$ cat src/rtl/irq_pending_pkg.sv
// Shared constants and FSM state type for the interrupt pending/grant controller.
// Optional build macro IRQ_EDGE_DETECT_EN is consumed by irq_pending_ctrl.
package irq_pending_pkg;

   localparam int NUM_REQ = 8;
   localparam int IDX_W   = 3;

   typedef enum logic [0:0] {
      IDLE  = 1'b0,
      OFFER = 1'b1
   } gnt_state_e;

endpackage

$ cat src/rtl/irq_edge_sync.sv
// Two-flop synchronizer plus previous-value flop per request line; emits a
// one-cycle event on each rising edge of the synchronized signal.
module irq_edge_sync
   import irq_pending_pkg::*;
#(
   parameter int W = 8
) (
   input  logic         clk,
   input  logic         rst_n,
   input  logic [W-1:0] req_i,
   output logic [W-1:0] evt_o
);

   logic [W-1:0] sync1_reg;
   logic [W-1:0] sync2_reg;
   logic [W-1:0] prev_reg;

   always_ff @(posedge clk or negedge rst_n) begin
      if (!rst_n) begin
         sync1_reg <= '0;
         sync2_reg <= '0;
         prev_reg  <= '0;
      end else begin
         sync1_reg <= req_i;
         sync2_reg <= sync1_reg;
         prev_reg  <= sync2_reg;
      end
   end

   genvar gi;
   generate
      for (gi = 0; gi < W; gi++) begin : g_edge
         assign evt_o[gi] = sync2_reg[gi] & ~prev_reg[gi];
      end
   endgenerate

endmodule

$ cat src/rtl/irq_pending_ctrl.sv
// Pending-interrupt register with mask, external lowest-bit encoder hookup and
// a two-state grant handshake. Define IRQ_EDGE_DETECT_EN for edge-triggered requests.
module irq_pending_ctrl
   import irq_pending_pkg::*;
#(
   parameter int NUM_REQ = irq_pending_pkg::NUM_REQ,
   parameter int IDX_W   = irq_pending_pkg::IDX_W
) (
   input  logic               clk,
   input  logic               rst_n,
   input  logic [NUM_REQ-1:0] req_i,
   input  logic [NUM_REQ-1:0] mask_i,
   input  logic [NUM_REQ-1:0] clr_i,
   output logic [NUM_REQ-1:0] enc_in_o,
   input  logic [IDX_W-1:0]   enc_out_i,
   input  logic               enc_valid_i,
   output logic               gnt_valid_o,
   input  logic               gnt_ready_i,
   output logic [IDX_W-1:0]   gnt_idx_o,
   output logic [NUM_REQ-1:0] pending_o,
   output logic               ovf_o,
   input  logic               ovf_clr_i
);

   logic [NUM_REQ-1:0] evt;
   logic [NUM_REQ-1:0] clr_vec;
   logic [NUM_REQ-1:0] ovf_hit;
   logic [NUM_REQ-1:0] pending_reg;
   logic [NUM_REQ-1:0] pending_next;
   gnt_state_e         state_reg;
   gnt_state_e         state_next;
   logic [IDX_W-1:0]   gnt_idx_reg;
   logic [IDX_W-1:0]   gnt_idx_next;
   logic               hs;

`ifdef IRQ_EDGE_DETECT_EN
   irq_edge_sync #(.W(NUM_REQ)) u_edge_sync (
      .clk   (clk),
      .rst_n (rst_n),
      .req_i (req_i),
      .evt_o (evt)
   );
`else
   assign evt = req_i;
`endif

   assign hs = (state_reg == OFFER) && gnt_ready_i;

   // Set wins over both clear sources, so a colliding event keeps the bit
   // pending and is not counted as an overflow.
   genvar gi;
   generate
      for (gi = 0; gi < NUM_REQ; gi++) begin : g_bit
         assign clr_vec[gi]      = clr_i[gi] | (hs && (gnt_idx_reg == IDX_W'(gi)));
         assign pending_next[gi] = evt[gi] | (pending_reg[gi] & ~clr_vec[gi]);
         assign ovf_hit[gi]      = evt[gi] & pending_reg[gi] & ~clr_vec[gi];
      end
   endgenerate

   always_comb begin
      state_next   = state_reg;
      gnt_idx_next = gnt_idx_reg;
      case (state_reg)
         IDLE: begin
            if (enc_valid_i) begin
               gnt_idx_next = enc_out_i;
               state_next   = OFFER;
            end
         end
         OFFER: begin
            if (gnt_ready_i) begin
               state_next = IDLE;
            end
         end
         default: state_next = IDLE;
      endcase
   end

   always_ff @(posedge clk or negedge rst_n) begin
      if (!rst_n) begin
         pending_reg <= '0;
         state_reg   <= IDLE;
         gnt_idx_reg <= '0;
      end else begin
         pending_reg <= pending_next;
         state_reg   <= state_next;
         gnt_idx_reg <= gnt_idx_next;
      end
   end

`ifdef IRQ_EDGE_DETECT_EN
   logic ovf_reg;
   logic ovf_next;

   assign ovf_next = (|ovf_hit) | (ovf_reg & ~ovf_clr_i);

   always_ff @(posedge clk or negedge rst_n) begin
      if (!rst_n) begin
         ovf_reg <= 1'b0;
      end else begin
         ovf_reg <= ovf_next;
      end
   end

   assign ovf_o = ovf_reg;
`else
   // A held level request re-hits its own pending bit every cycle, so overflow
   // has no meaning in level mode.
   logic unused_ovf;
   assign unused_ovf = ovf_clr_i | (|ovf_hit);
   assign ovf_o      = 1'b0;
`endif

   assign enc_in_o    = pending_reg & mask_i;
   assign pending_o   = pending_reg;
   assign gnt_valid_o = (state_reg == OFFER);
   assign gnt_idx_o   = gnt_idx_reg;

endmodule

$ cat config.mk
export PLATFORM = sky130hd
export DESIGN_NAME = irq_pending_ctrl
export DESIGN_NICKNAME = d
export VERILOG_FILES = /design/src/rtl/irq_pending_pkg.sv /design/src/rtl/irq_edge_sync.sv /design/src/rtl/irq_pending_ctrl.sv
export SDC_FILE = /design/constraint.sdc
export NUM_CORES = 1
export LEC_CHECK = 0
export ABC_CLOCK_PERIOD_IN_PS = 1300
export CAP_MARGIN = 20
export CORE_UTILIZATION = 31
export DETAILED_ROUTE_END_ITERATION = 6
export GPL_TIMING_DRIVEN = 0
export PLACE_DENSITY = 0.79
export SETUP_SLACK_MARGIN = 0.2
export SLEW_MARGIN = 5
export SYNTH_ARGS = -nofsm -noshare
export SYNTH_HDL_FRONTEND = slang
export SYNTH_SLANG_ARGS = --single-unit
export TNS_END_PERCENT = 1
$ cat constraint.sdc
create_clock -name clk -period 1.3 [get_ports clk]
set_input_delay 0.13 -clock clk [delete_from_list [all_inputs] [get_ports clk]]
set_output_delay 0.13 -clock clk [all_outputs]
set_load 0.005 [all_outputs]
# Word-level counts from Yosys, hierarchy flattened

Cells that the tools add are included.
Widths: inputs -> output; s select.

Flip-flop bits (word level): 12
Input port bits: 32
Output and inout port bits: 21
Word-level logic and storage cells: 58

Equal/unequal tests: 7
Mux-type cells: 3
Bitwise operators: 34
Reductions and logical operators: 11

Operator list:

| operator           | number |
|---|---|
| $or 1x1->1         | 16 |
| $eq 3x3->1 const B | 4 |
| $logic_and 1x1->1  | 9 |
| $not 1->1          | 9 |
| $and 1x1->1        | 8 |
| $and 8x8->8        | 1 |
| $eq 3x2->1 const B | 2 |
| $eq 3x1->1 const B | 1 |
| $logic_not 3->1    | 1 |
| $mux 1             | 2 |
| $pmux 1 s2         | 1 |
| $reduce_and 2->1   | 1 |

# Logic depth before layout (Yosys ltp)

Gate-level depths: netlist of run 1.

Word-level depth: 6
Gate-level depth with buffers: 2
Mapped depth without buffers: 2

# Least setup slack after synthesis of run 1

Ideal clock, no wire load.

Path kind: register -> register
Start: register state_reg (netlist: gnt_valid_o)
End: register gnt_idx_reg[0] (netlist: gnt_idx_o[0])
Library setup time: 125 ps
Arrival: 898 ps
Data required time: 1175 ps
Slack: 277 ps
Cell stages (with the launch flop): 3
Buffers on the path: 0
Period minus slack after synthesis: 1023 ps
Path through: dfrtp_1 nor2b_4 mux2_4

Word-level cells in the longest chain between the ends: 2

RTL lines:

| element                           | line                   | text |
|---|---|---|
| start: declaration                | irq_pending_ctrl.sv:30 | `gnt_state_e state_reg;` |
| start signal: assignment          | irq_pending_ctrl.sv:86 | `state_reg <= state_next;` |
| $not 1->1                         | n/a                    |  |
| $reduce_and 2->1 (no source line) | n/a                    |  |
| end signal: assignment            | irq_pending_ctrl.sv:87 | `gnt_idx_reg <= gnt_idx_next;` |
| end: declaration                  | irq_pending_ctrl.sv:32 | `logic [IDX_W-1:0] gnt_idx_reg;` |

No other way between the ends.
A chain may end at the register's enable or synchronous reset.

# Final worst setup path of run 1

Same ends and word-level chain as after synthesis.

==> impl_metrics.sql, run 1 <==
INSERT INTO impl_metrics (metric_group, metric, value, unit) VALUES
('critical_path', 'worst_r2r_startpoint', 'gnt_valid_o', ''),
('floorplanning', 'die_area', '0.002210', 'mm^2'),
('critical_path', 'critical_r2r_capture', 'gnt_idx_o[0]', ''),
('floorplanning', 'die_x', '47.01', 'um'),
('critical_path', 'worst_path_max_delay_cell', 'sky130_fd_sc_hd__dfrtp_2', ''),
('critical_path', 'timing.critical_path.fanout_max', '4', ''),
('critical_path', 'slowest_delay', '420', 'ps'),
('clock_tree', 'clock_sinks', '12', ''),
('sta', 'post-route-period-util', '89.06', '%'),
('synthesis', 'synth_sequential_area_ratio', '47.81', '%'),
('outcome', 'run_status', 'finished, final reports clean', ''),
('synthesis', 'synth_area_leaders', 'sky130_fd_sc_hd__dfrtp_1 48%, sky130_fd_sc_hd__a2bb2oi_1 11%, sky130_fd_sc_hd__and2_1 8.0%, sky130_fd_sc_hd__nor2b_1 8.0%, sky130_fd_sc_hd__mux2_4 7.2%', ''),
('synthesis', 'yosysTopAreaCellShare', '47.81', '%'),
('drt', 'wirelength_met1', '711', 'um'),
('flow_run', 'drv.max_cap_violation_count', '0', ''),
('floorplanning', 'core_region_area', '0.001821', 'mm^2'),
('power_and_ir_drop', 'pwr-share-seq', '41.0', '%'),
('sta', 'finalSetupTns', '0', 'ps'),
('clock_tree', 'max-clock-path-buffers', '2', ''),
('layout', 'layout-area-overhead-vs-synth', '92.23', '%'),
('sta', 'drv_slew', '0', ''),
('power_and_ir_drop', 'switchingPower', '299.5', 'uW'),
('floorplanning', 'die_y', '47.01', 'um'),
('synthesis', 'synthesis.area', '628.1', 'um^2'),
('critical_path', 'setup.worst_path.class', 'flop to flop', ''),
('clock_tree', 'clock_insertion_delay_worst_skew', '270', 'ps'),
('drt', 'met3_wirelength_from_detailed_routing', '176', 'um'),
('floorplanning', 'initial_utilization', '34.50', '%'),
('sta', 'slew_at_the_pin_closest_to_its_max_slew_limit', '538.7', 'ps'),
('power_and_ir_drop', 'pwr-share-comb', '38.8', '%'),
('power_and_ir_drop', 'switching_share', '26.82', '%'),
('sta', 'max_slew_margin', '63.97', '%'),
('clock_tree', 'htree_levels', '1', ''),
('drt', 'drt-wirelength-per-cell', '12.93', 'um'),
('placement', 'hpwlAfterDp', '1225', 'um'),
('synthesis', 'count_of_state_elements_after_synthesis', '12', ''),
('synthesis', 'synthDominantAreaCellType', 'sky130_fd_sc_hd__dfrtp_1', ''),
('critical_path', 'worst_r2r_path_depth', '3', ''),
('critical_path', 'path_cells', 'buf_6, nor2b_4, mux2_4', ''),
('clock_tree', 'cts.clk_slew.worst_paths', '80', 'ps'),
('power_and_ir_drop', 'p_leak', '0.5853', 'nW'),
('global_routing', 'grt_start_max_net_pins', '13', ''),
('placement', 'gp_congestion', '0.6069', ''),
('layout', 'final_area', '0.001207', 'mm^2'),
('global_routing', 'grt_overflow_total', '0', ''),
('sta', 'max_clock_freq', '863.8', 'MHz'),
('sta', 'grt_setup_unrepaired', 'true', ''),
('sta', 'final-hold-violation-count', '0', ''),
('sta', 'finalSetupViolCount', '0', ''),
('sta', 'final.hold.worst_slack', '210.9', 'ps'),
('drt', 'dr.first_iter.drc_count', '5', ''),
('critical_path', 'critical_path_required', '1450', 'ps'),
('critical_path', 'endpoint_kind', 'flop', ''),
('layout', 'fraction_of_layout_instances_using_a_drive_strength_above_1', '27.68', '%'),
('sta', 'finClkSkew', '5.022', 'ps'),
('critical_path', 'r2r_setup_slack', '140', 'ps'),
('clock_tree', 'ctsRootBufferMaster', 'sky130_fd_sc_hd__clkbuf_4', ''),
('synthesis', 'yosys_warnings', '0', ''),
('critical_path', 'timing.critical_path.from_type', 'flop', ''),
('synthesis', 'number_of_nets_produced_by_synthesis', '86', ''),
('global_routing', 'vias_in_the_first_global_route', '670', ''),
('floorplanning', 'rows', '15', ''),
('clock_tree', 'tritoncts_clock_tree', 'done', ''),
('global_routing', 'grt.total_usage', '18.60', '%'),
('sta', 'timing.final.crit_period', '1158', 'ps'),
('placement', 'io_buffer_count', '50', ''),
('layout', 'n_antenna_cell', '0', ''),
('drt', 'remaining_drc_errors', '0', ''),
('synthesis', 'syn_avg_cell_area', '11.63', 'um^2'),
('min_path', 'worstHoldPathType', 'input pin to asynchronous set/reset pin', ''),
('drt', 'met2RoutedLength', '878', 'um');
per-layer routing:
layer / vias to the layer above / global-route usage, %
met1: 296 / 22.25
met5: - / 0
met4: 0 / 6.857
met3: 2 / 3.846
met2: 39 / 32.78
li1: 305 / -
state kept, by name, indices dropped and copies added (netlist names):
name / count
pending_o: 8
gnt_idx_o: 3
gnt_valid_o: 1
power by group through the flow:
stage / clock network (mW) / registers [mW] / logic [mW]
after floorplan: 0 / 0.481 / 0.139
after global placement: 0 / 0.493 / 0.381
after detailed placement: 0 / 0.493 / 0.387
after CTS: 0.228 / 0.457 / 0.443
after global routing: 0.260 / 0.463 / 0.469
final: 0.226 / 0.458 / 0.433
cell usage after synthesis:
cell type / number
sky130_fd_sc_hd__a21o_2: 1
sky130_fd_sc_hd__a2bb2oi_1: 8
sky130_fd_sc_hd__and2_1: 8
sky130_fd_sc_hd__and3_2: 1
sky130_fd_sc_hd__and3b_1: 2
sky130_fd_sc_hd__and3b_2: 1
sky130_fd_sc_hd__buf_4: 1
sky130_fd_sc_hd__conb_1: 1
sky130_fd_sc_hd__dfrtp_1: 12
sky130_fd_sc_hd__inv_1: 1
sky130_fd_sc_hd__mux2_4: 3
sky130_fd_sc_hd__nor2b_1: 8
sky130_fd_sc_hd__nor2b_4: 1
sky130_fd_sc_hd__nor3_1: 2
sky130_fd_sc_hd__nor3b_1: 4
how the worst max path moves through the flow:
stage / startpoint / end / slack, ps / cells past startpoint
2_1_floorplan: gnt_valid_o / gnt_idx_o[0] / 280 / 2
3_3_place_gp: mask_i[6] / enc_in_o[6] / -8 / 3
3_5_place_dp: mask_i[1] / enc_in_o[1] / -30 / 3
4_1_cts: gnt_idx_o[1] / gnt_idx_o[1] / 20 / 1
5_1_grt: gnt_valid_o / gnt_idx_o[0] / 120 / 3
6_report: gnt_valid_o / gnt_idx_o[0] / 140 / 3
worst max-delay path: cells and delay by family, from the launching register on:
kind | cells | cell delay [ps]
buffers and inverters | 1 | 130
and+or+nand+nor | 1 | 170
muxes | 1 | 320
DFF | 1 | 420
final cells by class:
class	instances	area, um^2	share of cell area, %
repair buffers	55	514.2	42.59
multi-input cells	40	324.1	26.84
flip-flops and latches	12	304.0	25.18
well taps	25	31.28	2.591
clock buffers	3	22.52	1.865
plain buffers	1	7.507	0.6218
inverters	1	3.754	0.3109
through the flow:
stage          std cells  total power [mW]  utilization [%]  worst slack [ps]
2_1_floorplan         54            0.6199                -             277.3
3_3_place_gp         129            0.8731            63.71            -7.846
3_5_place_dp         129            0.8795            63.71            -27.69
4_1_cts              137             1.127            66.46             23.97
5_1_grt              137             1.192            66.32             115.4
6_report             137             1.117            66.32             142.3
cells in the final DEF, fill, tap and decap left out, drive strengths merged, types with 2 or more instances in the layout:
cell / n
clkdlybuf4s50: 30
a2bb2oi: 8
mux2: 3
clkbuf: 13
dlymetal6s2s: 9
and3b: 3
nor2b: 9
dfrtp: 12
nor3b: 4
nor3: 2
buf: 6
and2: 8
cells by family after synthesis:
kind of cell    count (synthesis)  synth area share (%)
other cells                     1                0.5970
buf+inv                         2                 1.793
mux                             3                 7.171
compound gates                  9                 12.55
flops                          12                 47.81
simple gates                   27                 30.08
timing repair:
item | 4_1_cts | 5_1_grt
pin swaps | 0 | 1
setup buffers | 5 | 0
gates resized for setup | 14 | 33
endpoints found under the setup margin | 20 | 25
gates cloned | 0 | 0
hold buffers | 0 | 0
Power figures use the tool's default switching activity.
==> inputs of run 2 (changes only) <==
--- a/config.mk
+++ b/config.mk
@@ -7,10 +7,12 @@
 export LEC_CHECK = 0
 export ABC_CLOCK_PERIOD_IN_PS = 1300
 export CAP_MARGIN = 20
+export CORE_MARGIN = 4
 export CORE_UTILIZATION = 31
 export DETAILED_ROUTE_END_ITERATION = 6
 export GPL_TIMING_DRIVEN = 0
 export PLACE_DENSITY = 0.79
+export RECOVER_POWER = 25
 export SETUP_SLACK_MARGIN = 0.2
 export SLEW_MARGIN = 5
 export SYNTH_ARGS = -nofsm -noshare
==> impl_metrics.sql, run 2 (synthesis results as in run 1) <==
INSERT INTO impl_metrics (metric_group, metric, value, unit) VALUES
('outcome', 'run_status', 'finished, final reports clean', ''),
('floorplanning', 'core_region_area', '0.001942', 'mm^2'),
('global_routing', 'grt.total_usage', '13.08', '%'),
('clock_tree', 'tritoncts_clock_tree', 'done', ''),
('sta', 'final.hold.worst_slack', '271.0', 'ps'),
('layout', 'layout-area-overhead-vs-synth', '92.23', '%'),
('drt', 'drt_pre_antenna_iters', '3', ''),
('drt', 'via_per_inst', '4.543', ''),
('layout', 'fraction_of_layout_instances_using_a_drive_strength_above_1', '22.52', '%'),
('floorplanning', 'die_area', '0.002810', 'mm^2'),
('layout', 'layout_commonest_cell', 'sky130_fd_sc_hd__clkdlybuf4s50_1', ''),
('critical_path', 'worstPathArrival', '1280', 'ps'),
('critical_path', 'slowest_delay', '400', 'ps'),
('power_and_ir_drop', 'total_power', '1.097', 'mW'),
('critical_path', 'timing.critical_path.fanout_max', '4', ''),
('global_routing', 'vias_in_the_first_global_route', '599', ''),
('drt', 'routed_wirelength', '1750', 'um'),
('sta', 'slew_at_the_pin_closest_to_its_max_slew_limit', '511.3', 'ps'),
('clock_tree', 'ctsRootBufferMaster', 'sky130_fd_sc_hd__clkbuf_4', ''),
('sta', 'final-hold-violation-count', '0', ''),
('sta', 'finalSetupTns', '0', 'ps'),
('layout', 'largest_reg_flops', '8', ''),
('sta', 'max_slew_margin', '65.80', '%'),
('clock_tree', 'cts.clk_slew.worst_paths', '70', 'ps'),
('placement', 'hpwlAfterDp', '1374', 'um'),
('global_routing', 'grt_overflow_total', '0', ''),
('global_routing', 'grt_antenna_before_repair', '0', ''),
('drt', 'dr.first_iter.drc_count', '5', ''),
('power_and_ir_drop', 'p_leak', '0.5936', 'nW'),
('clock_tree', 'clock_insertion_delay_worst_skew', '260', 'ps'),
('clock_tree', 'clock_sinks', '12', ''),
('placement', 'io_buffer_count', '50', ''),
('power_and_ir_drop', 'power_density', '908.5', 'mW/mm^2'),
('sta', 'max_clock_freq', '882.9', 'MHz'),
('clock_tree', 'htree_levels', '1', ''),
('layout', 'n_antenna_cell', '0', ''),
('critical_path', 'path_cells', 'buf_6, nor2b_4, mux2_4', ''),
('layout', 'layoutNonFillerInstCount', '138', ''),
('floorplanning', 'initial_utilization', '32.35', '%'),
('sta', 'timing.final.crit_period', '1133', 'ps'),
('critical_path', 'setup.worst_path.class', 'flop to flop', ''),
('layout', 'most_frequent_cells_in_the_layout', '29 x sky130_fd_sc_hd__clkdlybuf4s50_1, 11 x sky130_fd_sc_hd__dlymetal6s2s_1, 10 x sky130_fd_sc_hd__dfrtp_1', ''),
('clock_tree', 'max-clock-path-buffers', '2', ''),
('placement', 'dpl.cell_count', '131', ''),
('sta', 'post-route-period-util', '87.13', '%'),
('sta', 'grt_setup_unrepaired', 'true', ''),
('layout', 'post-route-util', '62.18', '%'),
('drt', 'ant_nets', '0', ''),
('layout', 'fin_nets', '145', ''),
('floorplanning', 'ios', '53', ''),
('floorplanning', 'die_y', '53.01', 'um'),
('critical_path', 'worst_path_max_delay_cell', 'sky130_fd_sc_hd__dfrtp_1', ''),
('critical_path', 'endpoint_kind', 'flop', ''),
('floorplanning', 'rows', '16', ''),
('drt', 'dr_total_vias', '627', ''),
('critical_path', 'critical_path_required', '1440', 'ps'),
('sta', 'finalSetupViolCount', '0', ''),
('drt', 'drt-wirelength-per-cell', '12.68', 'um'),
('placement', 'gp_congestion', '0.6061', ''),
('sta', 'finClkSkew', '4.870', 'ps'),
('clock_tree', 'hold_buffers', '0', ''),
('critical_path', 'timing.critical_path.from_type', 'flop', ''),
('critical_path', 'critical_path.top_delay_family', 'flip-flops', ''),
('power_and_ir_drop', 'vdd_drop_max', '0.6951', 'mV'),
('global_routing', 'grt_first_pass_wirelength', '2580', 'um'),
('critical_path', 'worstPathBufferInverterCount', '1', ''),
('drt', 'remaining_drc_errors', '0', ''),
('global_routing', 'grt_start_max_net_pins', '13', ''),
('floorplanning', 'die_x', '53.01', 'um'),
('flow_run', 'drv.max_cap_violation_count', '0', ''),
('clock_tree', 'number_of_clock_buffers_inserted_by_tritoncts', '3', ''),
('sta', 'drv_slew', '0', ''),
('min_path', 'worstHoldPathType', 'input pin to asynchronous set/reset pin', '');
## run 2: final cells by class
cell class | instances | area [um^2]
Sequential cell | 12 | 302.8
Fill cell | 165 | 734.5
Tap cell | 27 | 33.78
Timing Repair Buffer | 54 | 520.5
Buffer | 1 | 7.507
Multi-Input combinational cell | 40 | 316.6
Clock buffer | 3 | 22.52
Inverter | 1 | 3.754
## run 2: metal layers
layer  up-vias  wire, um  GRT usage, %
met1       291       659         14.31
met2        28       871         22.52
met4         0        10         3.830
met5         -         0             0
li1        306         -             -
met3         2       209         5.915
## run 2: per-stage QoR
step,instance area [um^2],setup slack (ps)
global placement,1162,-11.52
finish,1207,167.4
detailed placement,1162,-21.79
floorplan,628.1,277.3
CTS,1206,16.94
global route,1207,123.6
## run 2: worst register-to-register path, stage by stage (launching register included)
cell and delay [ps]:
sky130_fd_sc_hd__dfrtp_1 400, sky130_fd_sc_hd__buf_6 130, sky130_fd_sc_hd__nor2b_4 170, sky130_fd_sc_hd__mux2_4 320
## run 2: where the power goes
part,switching (mW),internal [mW]
combinational,0.145,0.289
clock,0.107,0.107
sequential,0.0264,0.423
## run 2: path summary, 6_finish.rpt
kind,startpoint,to,slack [ps],cells after the start
worst min register to register,gnt_idx_o[2],gnt_idx_o[2],620,2
max in group asynchronous,rst_n,gnt_idx_o[1],650,1
worst max register to register,gnt_valid_o,gnt_idx_o[1],170,3
worst min-delay path,rst_n,pending_o[0],270,1
worst max-delay path,gnt_valid_o,gnt_idx_o[1],170,3
min in group clk,req_i[7],pending_o[7],460,2
## run 2: what timing repair did
item,in CTS,in global routing
pin swaps,0,0
setup endpoints to repair,20,22
setup buffers,4,0
endpoints found under the hold margin,0,0
gates resized for setup,11,28
